File: config.mk
export PLATFORM = sky130hd
export DESIGN_NAME = gpio_bank
export DESIGN_NICKNAME = d
export VERILOG_FILES = /design/src/rtl/gpio_bank.sv
export SDC_FILE = /design/constraint.sdc
export NUM_CORES = 1
export LEC_CHECK = 0
export ABC_AREA = 1
export BUFFER_PORTS_ARGS = -buffer_cell sky130_fd_sc_hd__buf_2
export CORE_ASPECT_RATIO = 0.7
export CORE_MARGIN = 2
export CORE_UTILIZATION = 53
export DETAILED_ROUTE_END_ITERATION = 8
export GPL_ROUTABILITY_DRIVEN = 0
export PLACE_DENSITY = 0.76
export SYNTH_ARGS = -nofsm -noshare
export SYNTH_HDL_FRONTEND = slang
export SYNTH_SLANG_ARGS = --single-unit
File: constraint.sdc
create_clock -name clk -period 21.5 [get_ports clk]
set_clock_uncertainty 0.05 [all_clocks]
set_input_delay 6.45 -clock clk [delete_from_list [all_inputs] [get_ports clk]]
set_output_delay 6.45 -clock clk [all_outputs]
set_load 0.01 [all_outputs]
File: src/rtl/gpio_bank.sv
// -----------------------------------------------------------------------------
// gpio_bank
//
// Multi-channel GPIO peripheral sitting between the CPU load/store path and
// the board pins. Each channel has:
//   OUT    (addr[1:0]=0) rw   registered value driven on gpio_out
//   IN     (addr[1:0]=1) ro   synchronised + debounced pin value
//   MASK   (addr[1:0]=2) rw   interrupt enable per bit
//   STATUS (addr[1:0]=3) w1c  set on any edge of the matching IN bit
// addr[AW-1:2] selects the channel; channels >= CHANNELS read as 0 and
// ignore writes.
//
// Ports:
//   clk, rst        system clock, asynchronous active-high reset
//   gpio_in         raw pins, channel c = bits [c*WIDTH +: WIDTH]
//   gpio_out        registered output pins, same packing
//   wr_en, rd_en    register write / read strobes
//   addr, wdata     register address and write data
//   rdata, rvalid   read data, valid for one cycle after an accepted rd_en
//   irq             OR over channels of (STATUS & MASK)
// -----------------------------------------------------------------------------
module gpio_bank #(
    parameter  int WIDTH       = 32,
    parameter  int CHANNELS    = 2,
    parameter  int SYNC_STAGES = 2,
    parameter  int DEBOUNCE    = 4,
    localparam int AW          = $clog2(CHANNELS) + 2
) (
    input  logic                         clk,
    input  logic                         rst,
    input  logic [CHANNELS*WIDTH-1:0]    gpio_in,
    output logic [CHANNELS*WIDTH-1:0]    gpio_out,
    input  logic                         wr_en,
    input  logic                         rd_en,
    input  logic [AW-1:0]                addr,
    input  logic [WIDTH-1:0]             wdata,
    output logic [WIDTH-1:0]             rdata,
    output logic                         rvalid,
    output logic                         irq
);

    localparam int CNTW = (DEBOUNCE > 1) ? $clog2(DEBOUNCE) : 1;
    localparam logic [CNTW-1:0] CNT_MAX = CNTW'(DEBOUNCE - 1);

    typedef enum logic [1:0] {
        REG_OUT    = 2'd0,
        REG_IN     = 2'd1,
        REG_MASK   = 2'd2,
        REG_STATUS = 2'd3
    } reg_sel_e;

    logic [AW-1:0]               addr_ch;
    reg_sel_e                    sel;
    logic [CHANNELS-1:0]         ch_hit;
    logic [CHANNELS-1:0]         ch_irq;
    logic [CHANNELS*WIDTH-1:0]   out_all;
    logic [CHANNELS*WIDTH-1:0]   in_all;
    logic [CHANNELS*WIDTH-1:0]   mask_all;
    logic [CHANNELS*WIDTH-1:0]   status_all;
    logic [WIDTH-1:0]            rd_mux;

    // Channel index; with a single channel this is always zero.
    assign addr_ch = addr >> 2;
    assign sel     = reg_sel_e'(addr[1:0]);

    for (genvar c = 0; c < CHANNELS; c++) begin : g_ch
        logic             wr_hit;
        logic [WIDTH-1:0] sync_q [SYNC_STAGES];
        logic [WIDTH-1:0] s;
        logic [WIDTH-1:0] in_q;
        logic [WIDTH-1:0] in_d;
        logic [CNTW-1:0]  cnt_q [WIDTH];
        logic [CNTW-1:0]  cnt_d [WIDTH];
        logic [WIDTH-1:0] out_q;
        logic [WIDTH-1:0] mask_q;
        logic [WIDTH-1:0] status_q;
        logic [WIDTH-1:0] status_d;
        logic [WIDTH-1:0] toggle;
        logic [WIDTH-1:0] clr;

        // Out-of-range channel numbers never match any generated channel,
        // so writes to them fall on the floor without extra logic.
        assign ch_hit[c] = (addr_ch == AW'(c));
        assign wr_hit    = wr_en && ch_hit[c];

        // Synchroniser chain; s is the metastability-safe copy of the pins.
        always_ff @(posedge clk or posedge rst) begin
            if (rst) begin
                for (int i = 0; i < SYNC_STAGES; i++) begin
                    sync_q[i] <= '0;
                end
            end else begin
                // NOTE: state is updated with <= so every flop samples the
                // pre-edge value of its neighbour; = here would collapse the
                // chain into a single stage.
                sync_q[0] <= gpio_in[c*WIDTH +: WIDTH];
                for (int i = 1; i < SYNC_STAGES; i++) begin
                    sync_q[i] <= sync_q[i-1];
                end
            end
        end

        assign s = sync_q[SYNC_STAGES-1];

        // Debounce: a bit of IN follows s only after s has disagreed with
        // it for DEBOUNCE consecutive cycles; any agreement restarts the count.
        always_comb begin
            // NOTE: every output of this block gets a default first, so no
            // path leaves a value unassigned and no latch is inferred.
            in_d = in_q;
            for (int b = 0; b < WIDTH; b++) begin
                cnt_d[b] = cnt_q[b];
                if (s[b] == in_q[b]) begin
                    cnt_d[b] = '0;
                end else if (cnt_q[b] == CNT_MAX) begin
                    in_d[b]  = s[b];
                    cnt_d[b] = '0;
                end else begin
                    cnt_d[b] = cnt_q[b] + 1'b1;
                end
            end
        end

        // STATUS: a new edge on the same cycle as a W1C wins, so the clear
        // mask is applied before OR-ing in this cycle's toggles.
        assign toggle   = in_d ^ in_q;
        assign clr      = (wr_hit && sel == REG_STATUS) ? wdata : '0;
        assign status_d = (status_q & ~clr) | toggle;

        always_ff @(posedge clk or posedge rst) begin
            if (rst) begin
                in_q     <= '0;
                out_q    <= '0;
                mask_q   <= '0;
                status_q <= '0;
                // NOTE: the counter array is cleared on reset as well, so a
                // change that was mid-qualification is discarded and must
                // re-qualify with the full latency afterwards.
                for (int b = 0; b < WIDTH; b++) begin
                    cnt_q[b] <= '0;
                end
            end else begin
                in_q     <= in_d;
                status_q <= status_d;
                for (int b = 0; b < WIDTH; b++) begin
                    cnt_q[b] <= cnt_d[b];
                end
                if (wr_hit && sel == REG_OUT) begin
                    out_q <= wdata;
                end
                if (wr_hit && sel == REG_MASK) begin
                    mask_q <= wdata;
                end
            end
        end

        assign out_all   [c*WIDTH +: WIDTH] = out_q;
        assign in_all    [c*WIDTH +: WIDTH] = in_q;
        assign mask_all  [c*WIDTH +: WIDTH] = mask_q;
        assign status_all[c*WIDTH +: WIDTH] = status_q;
        assign ch_irq[c] = |(status_q & mask_q);
    end

    // Read mux; an unmatched channel leaves the zero default in place.
    always_comb begin
        rd_mux = '0;
        for (int c = 0; c < CHANNELS; c++) begin
            if (ch_hit[c]) begin
                case (sel)
                    REG_OUT:    rd_mux = out_all   [c*WIDTH +: WIDTH];
                    REG_IN:     rd_mux = in_all    [c*WIDTH +: WIDTH];
                    REG_MASK:   rd_mux = mask_all  [c*WIDTH +: WIDTH];
                    REG_STATUS: rd_mux = status_all[c*WIDTH +: WIDTH];
                    default:    rd_mux = '0;
                endcase
            end
        end
    end

    // Registered read port; the mux sees pre-write register values, so a
    // read and write to the same address on one edge returns the old data.
    always_ff @(posedge clk or posedge rst) begin
        if (rst) begin
            rdata  <= '0;
            rvalid <= 1'b0;
        end else begin
            rvalid <= rd_en;
            if (rd_en) begin
                rdata <= rd_mux;
            end
        end
    end

    assign gpio_out = out_all;
    assign irq      = |ch_irq;

endmodule

* Word-level counts from Yosys, hierarchy flattened
Cells that the tools add are included.
** Storage, ports and cells
- Output and inout port bits :: 98
- Register bits :: 545
- Bits of input ports :: 103
** Cells by class
- Muxes and demuxes :: 262
- Equal/unequal tests :: 131
- Bitwise gates (word level) :: 10
- Reductions and logical operators :: 11
- Add/sub/neg operators :: 64
** Operator list (count)
- $mux W2 :: 128
- $pmux W32 S4 :: 2
- $eq A2 B2 Y1 const B :: 66
- $add A2 B1 Y2 const B :: 64
- $and A32 B32 Y32 :: 4
- $mux W1 :: 128
- $mux W32 :: 4
- $eq A1 B1 Y1 :: 64
- $not A32 Y32 :: 2
- $or A32 B32 Y32 :: 2
- $reduce_or A64 Y1 :: 1
- $xor A32 B32 Y32 :: 2
- $logic_and A1 B1 Y1 :: 8
- $logic_not A3 Y1 :: 1
- $eq A2 B1 Y1 const B :: 1
- $logic_not A2 Y1 :: 1

* Logic depth before layout (Yosys ltp)
- Depth after elaboration :: 7
- Depth in mapped cells :: 10
- Mapped depth without buffers :: 8

* Worst setup path before layout
Ideal clock, no wire load.
- Kind :: input to register
- Start :: in addr[2]
- End :: reg g_ch[0].mask_q[10]
- Arrival time :: 7.307 ns
- Setup slack :: 14.013 ns
- Stages :: 6
- Path buffers :: 2
- Required time :: 21.320 ns
- Path through :: buf_2 > nor2_1 > nand2_1 > clkbuf_1 > nand2_1 > o21ai_0
** Between the ends
- Longest elaborated chain between the ends :: 3
** RTL lines
- start: declaration :: line 35 : input logic [AW-1:0] addr,
- $logic_not A3 Y1 :: line 83 : assign ch_hit[c] = (addr_ch == AW'(c));
- $logic_and A1 B1 Y1 :: line 84 : assign wr_hit = wr_en && ch_hit[c];
- $logic_and A1 B1 Y1 :: line 151 : if (wr_hit && sel == REG_MASK) begin
- end signal: assignment :: line 152 : mask_q <= wdata;
- end: declaration :: line 75 : logic [WIDTH-1:0] mask_q;
Every way passes these cells.
A chain may end at the register's enable or synchronous reset.

==> metrics.txt <==
# TYPE chip_impl_metric gauge
chip_impl_metric{name="power.static_leakage",unit="nW"} 12.8
chip_impl_metric{name="yosys_top_cell_area_share",unit="%"} 62.2
chip_impl_metric{name="cts_buffers",unit=""} 50
chip_impl_metric{name="synth_area",unit="um^2"} 21900
chip_impl_metric{name="synth_fp_nets",unit=""} 2499
chip_impl_metric{name="global_route.usage.met2",unit="%"} 40.1
chip_impl_metric{name="post_drt_via_cell_ratio",unit=""} 5.34
chip_impl_metric{name="placement.io_buffers",unit=""} 200
chip_impl_info{name="rsz0062_at_grt",value="no"} 1
chip_impl_metric{name="synth_cell_types",unit=""} 20
chip_impl_metric{name="avgSynthCellArea",unit="um^2"} 9.41
chip_impl_metric{name="clock_tree.buffer_depth",unit=""} 3
chip_impl_metric{name="ant_nets",unit=""} 0
chip_impl_metric{name="fp.dieH",unit="um"} 174
chip_impl_metric{name="synth_seq_cells",unit=""} 545
chip_impl_metric{name="intPower",unit="mW"} 2.16
chip_impl_info{name="top_usage_layer",value="met2"} 1
chip_impl_metric{name="netSwitchingFraction",unit="%"} 31.5
chip_impl_info{name="endpoint_kind",value="asynchronous set/reset pin"} 1
chip_impl_metric{name="report.final.slew_viol_count",unit=""} 0
chip_impl_metric{name="grt_use_met1",unit="%"} 36.9
chip_impl_metric{name="routed_wl",unit="um"} 54300
chip_impl_metric{name="floorplan.rows",unit=""} 62
chip_impl_metric{name="setup_total_negative_slack",unit="ps"} 0
chip_impl_metric{name="fin_crit",unit="ps"} 9440
chip_impl_metric{name="detail_route.drc_violations",unit=""} 0
chip_impl_metric{name="finish.utilization",unit="%"} 61.6
chip_impl_metric{name="die_width",unit="um"} 247
chip_impl_metric{name="required",unit="ps"} 21990
chip_impl_metric{name="drtIter0Drc",unit=""} 1365
chip_impl_metric{name="tightest_slew",unit="ps"} 1270
chip_impl_metric{name="crit_fanout",unit=""} 85
chip_impl_metric{name="clock_network_fraction_of_total_power",unit="%"} 30.5
chip_impl_metric{name="grt_remaining_overflow",unit=""} 0
chip_impl_metric{name="num-fill-cells",unit=""} 3284
chip_impl_metric{name="power_density",unit="nW/um^2"} 125
chip_impl_metric{name="pre_cts_ws",unit="ps"} 11270
chip_impl_info{name="min-delay-path-class",value="reg -> reg"} 1
chip_impl_metric{name="flow.area_growth_from_synthesis",unit="%"} 15.1
chip_impl_metric{name="groute.layer.met3.usage",unit="%"} 4.21
chip_impl_metric{name="final_cell_count_no_fill",unit=""} 3109
chip_impl_metric{name="finalNetCount",unit=""} 2692
chip_impl_metric{name="avgRoutedWirePerCell",unit="um"} 17.5
chip_impl_metric{name="post_cts.repair.setup_buffers",unit=""} 0
chip_impl_info{name="cts_tree",value="built"} 1
chip_impl_metric{name="vdd_ir_drop_max",unit="mV"} 0.0678
chip_impl_metric{name="place.detailed.instances",unit=""} 3017
chip_impl_metric{name="finalWorstSetupSlack",unit="ps"} 12060
chip_impl_metric{name="number_of_levels_the_h_tree_was_split_into",unit=""} 2
chip_impl_info{name="root_buffer",value="clkbuf_16"} 1
chip_impl_info{name="synthTopCellsByCount",value="nand2_1, dfrtp_1, o21ai_0"} 1
chip_impl_metric{name="timing.slew.headroom",unit="%"} 15.3
chip_impl_metric{name="finish.instance_area",unit="um^2"} 25200
chip_impl_metric{name="synth_edf_count",unit=""} 0
chip_impl_metric{name="fraction_of_final_layout_cells_sized_beyond_drive_strength_1",unit="%"} 12.1
chip_impl_metric{name="cts_repair_resized_insts",unit=""} 0
chip_impl_info{name="synth_top_cells_by_area",value="dfrtp_1, nand2_1, o21ai_0"} 1
chip_impl_metric{name="floorplan.core_area",unit="um^2"} 41000
chip_impl_metric{name="final.period_utilization",unit="%"} 43.9
chip_impl_metric{name="total_power",unit="mW"} 3.15
chip_impl_metric{name="detailed_place_hpwl",unit="um"} 34900
chip_impl_metric{name="ys.warnings.count",unit=""} 0
chip_impl_metric{name="ios",unit=""} 201
chip_impl_info{name="ys.flop_type",value="dfrtp_1"} 1
chip_impl_metric{name="drt_first_pass_iters",unit=""} 6
chip_impl_metric{name="combinationalPowerShare",unit="%"} 21.5
chip_impl_metric{name="power.share.sequential",unit="%"} 48.0
chip_impl_info{name="timing.critical_path.from_type",value="primary input"} 1
chip_impl_info{name="cell_with_the_most_instances_after_synthesis",value="nand2_1"} 1
chip_impl_metric{name="critical_path_arrival",unit="ps"} 9930
chip_impl_metric{name="groute.usage.overall",unit="%"} 25.9
chip_impl_metric{name="highest_clock_frequency_the_design_can_meet",unit="GHz"} 0.106
chip_impl_metric{name="placed_area",unit="um^2"} 23500
chip_impl_info{name="status",value="finished, final reports clean"} 1
chip_impl_metric{name="register_area",unit="um^2"} 13600
chip_impl_metric{name="global_route_wire_length_before_repair",unit="um"} 87400
chip_impl_metric{name="power.switching",unit="uW"} 992
chip_impl_info{name="netlist.top_cell.by_area",value="dfrtp_1"} 1
chip_impl_metric{name="grt_antenna_before_repair",unit=""} 0
chip_impl_metric{name="multi_input_logic_area",unit="um^2"} 7070
chip_impl_metric{name="clk_latency",unit="ps"} 580
chip_impl_info{name="type_of_the_worst_setup_path",value="in -> async"} 1
chip_impl_metric{name="worst_hold_slack",unit="ps"} 297
chip_impl_metric{name="async_flop_share",unit="%"} 100
chip_impl_metric{name="cts_hold_fix_bufs",unit=""} 0
chip_impl_metric{name="clock_sinks",unit=""} 545
chip_impl_metric{name="dieArea",unit="um^2"} 43100
chip_impl_metric{name="routed-via-count",unit=""} 16592
chip_impl_metric{name="grt_start_max_net_pins",unit=""} 198
chip_impl_metric{name="clk_transition_reported_paths",unit="ps"} 60
chip_impl_metric{name="synth.yosys.seq_area_share",unit="%"} 62.2
chip_impl_metric{name="ff2ff_setup_slack",unit="ps"} 20300
chip_impl_metric{name="report.final.hold_viol_count",unit=""} 0
chip_impl_metric{name="setup_viol",unit=""} 0
chip_impl_metric{name="initial_core_util",unit="%"} 53.6
chip_impl_metric{name="first_global_vias",unit=""} 16497
chip_impl_metric{name="synth_cells",unit=""} 2332
chip_impl_metric{name="max-cap-violations",unit=""} 0
chip_impl_metric{name="n_antenna_cell",unit=""} 0
## power by group through the flow
| stage | combinational, mW | clock [mW] | sequential, mW |
|---|---|---|---|
| floorplan | 0.477 | 0 | 1.49 |
| global placement | 0.631 | 0 | 1.50 |
| detailed placement | 0.674 | 0 | 1.52 |
| CTS | 0.682 | 0.977 | 1.51 |
| global route | 0.790 | 1.02 | 1.54 |
| finish | 0.677 | 0.960 | 1.51 |
## registers in the layout (all words and copies together) (netlist names)
signal         cells
g_ch.status_q     64
g_ch.mask_q       64
g_ch.in_q         64
g_ch.out_q        64
g_ch.s            64
rvalid             1
rdata             32
g_ch.cnt_q       128
g_ch.sync_q       64
## layout by cell type, fill, tap and decap left out
master / count
a21oi_1: 64
buf_12: 1
buf_2: 200
buf_4: 17
bufinv_16: 9
clkbuf_1: 10
clkbuf_16: 53
clkbuf_8: 5
clkinv_2: 13
clkinvlp_4: 2
dfrtp_1: 545
ha_1: 64
inv_1: 240
inv_2: 3
inv_6: 1
nand2_1: 732
nand2_2: 4
nand3_1: 69
nand4_1: 6
nor2_1: 76
nor2_2: 1
nor2_4: 2
nor3_1: 64
o21ai_0: 308
o21ai_1: 12
xnor2_1: 64
## metal layers
metal  up-vias  wire [um]  part of all wire (%)
met5         -          0                     0
met4         0       2040                   3.7
met3       131       3880                   7.1
met2       599      25200                    46
met1      8101      23300                    43
li1       7761          -                     -
## final cells by class
cell class / instances / area share (%)
Tap cell: 544 / 2.70
Clock buffer: 68 / 5.68
Sequential cell: 545 / 54.0
Inverter: 244 / 3.64
Timing Repair Buffer: 218 / 4.55
Clock inverter: 24 / 1.39
Multi-Input combinational cell: 1466 / 28.0
## cells by family after synthesis
family	after synthesis	share of synthesized area, %
AO/OA/AOI/OAI	384	8.76
XOR/XNOR	64	2.55
adder cells (fa/ha/maj)	64	3.65
buffers and inverters	321	5.66
flip-flops	545	62.2
AND/OR/NAND/NOR	954	17.2
## worst max-delay path, stage by stage
cell and delay (ps):
buf_2 110, clkinvlp_4 440, buf_4 870, buf_4 950
buf_4 960
## worst paths after layout
| check | startpoint | endpoint | cells past startpoint |
|---|---|---|---|
| max in group clk | addr[1] | g_ch[0].mask_q[20] | 7 |
| worst min-delay path | g_ch[0].sync_q[35] | g_ch[0].s[3] | 0 |
| worst max register to register | g_ch[1].in_q[27] | rdata[27] | 6 |
| min in group asynchronous | rst | g_ch[1].sync_q[35] | 2 |
| worst max-delay path | rst | g_ch[0].cnt_q[42] | 5 |
| worst min register to register | g_ch[0].sync_q[35] | g_ch[0].s[3] | 0 |
Note: power is estimated with default switching activity, not from simulation.
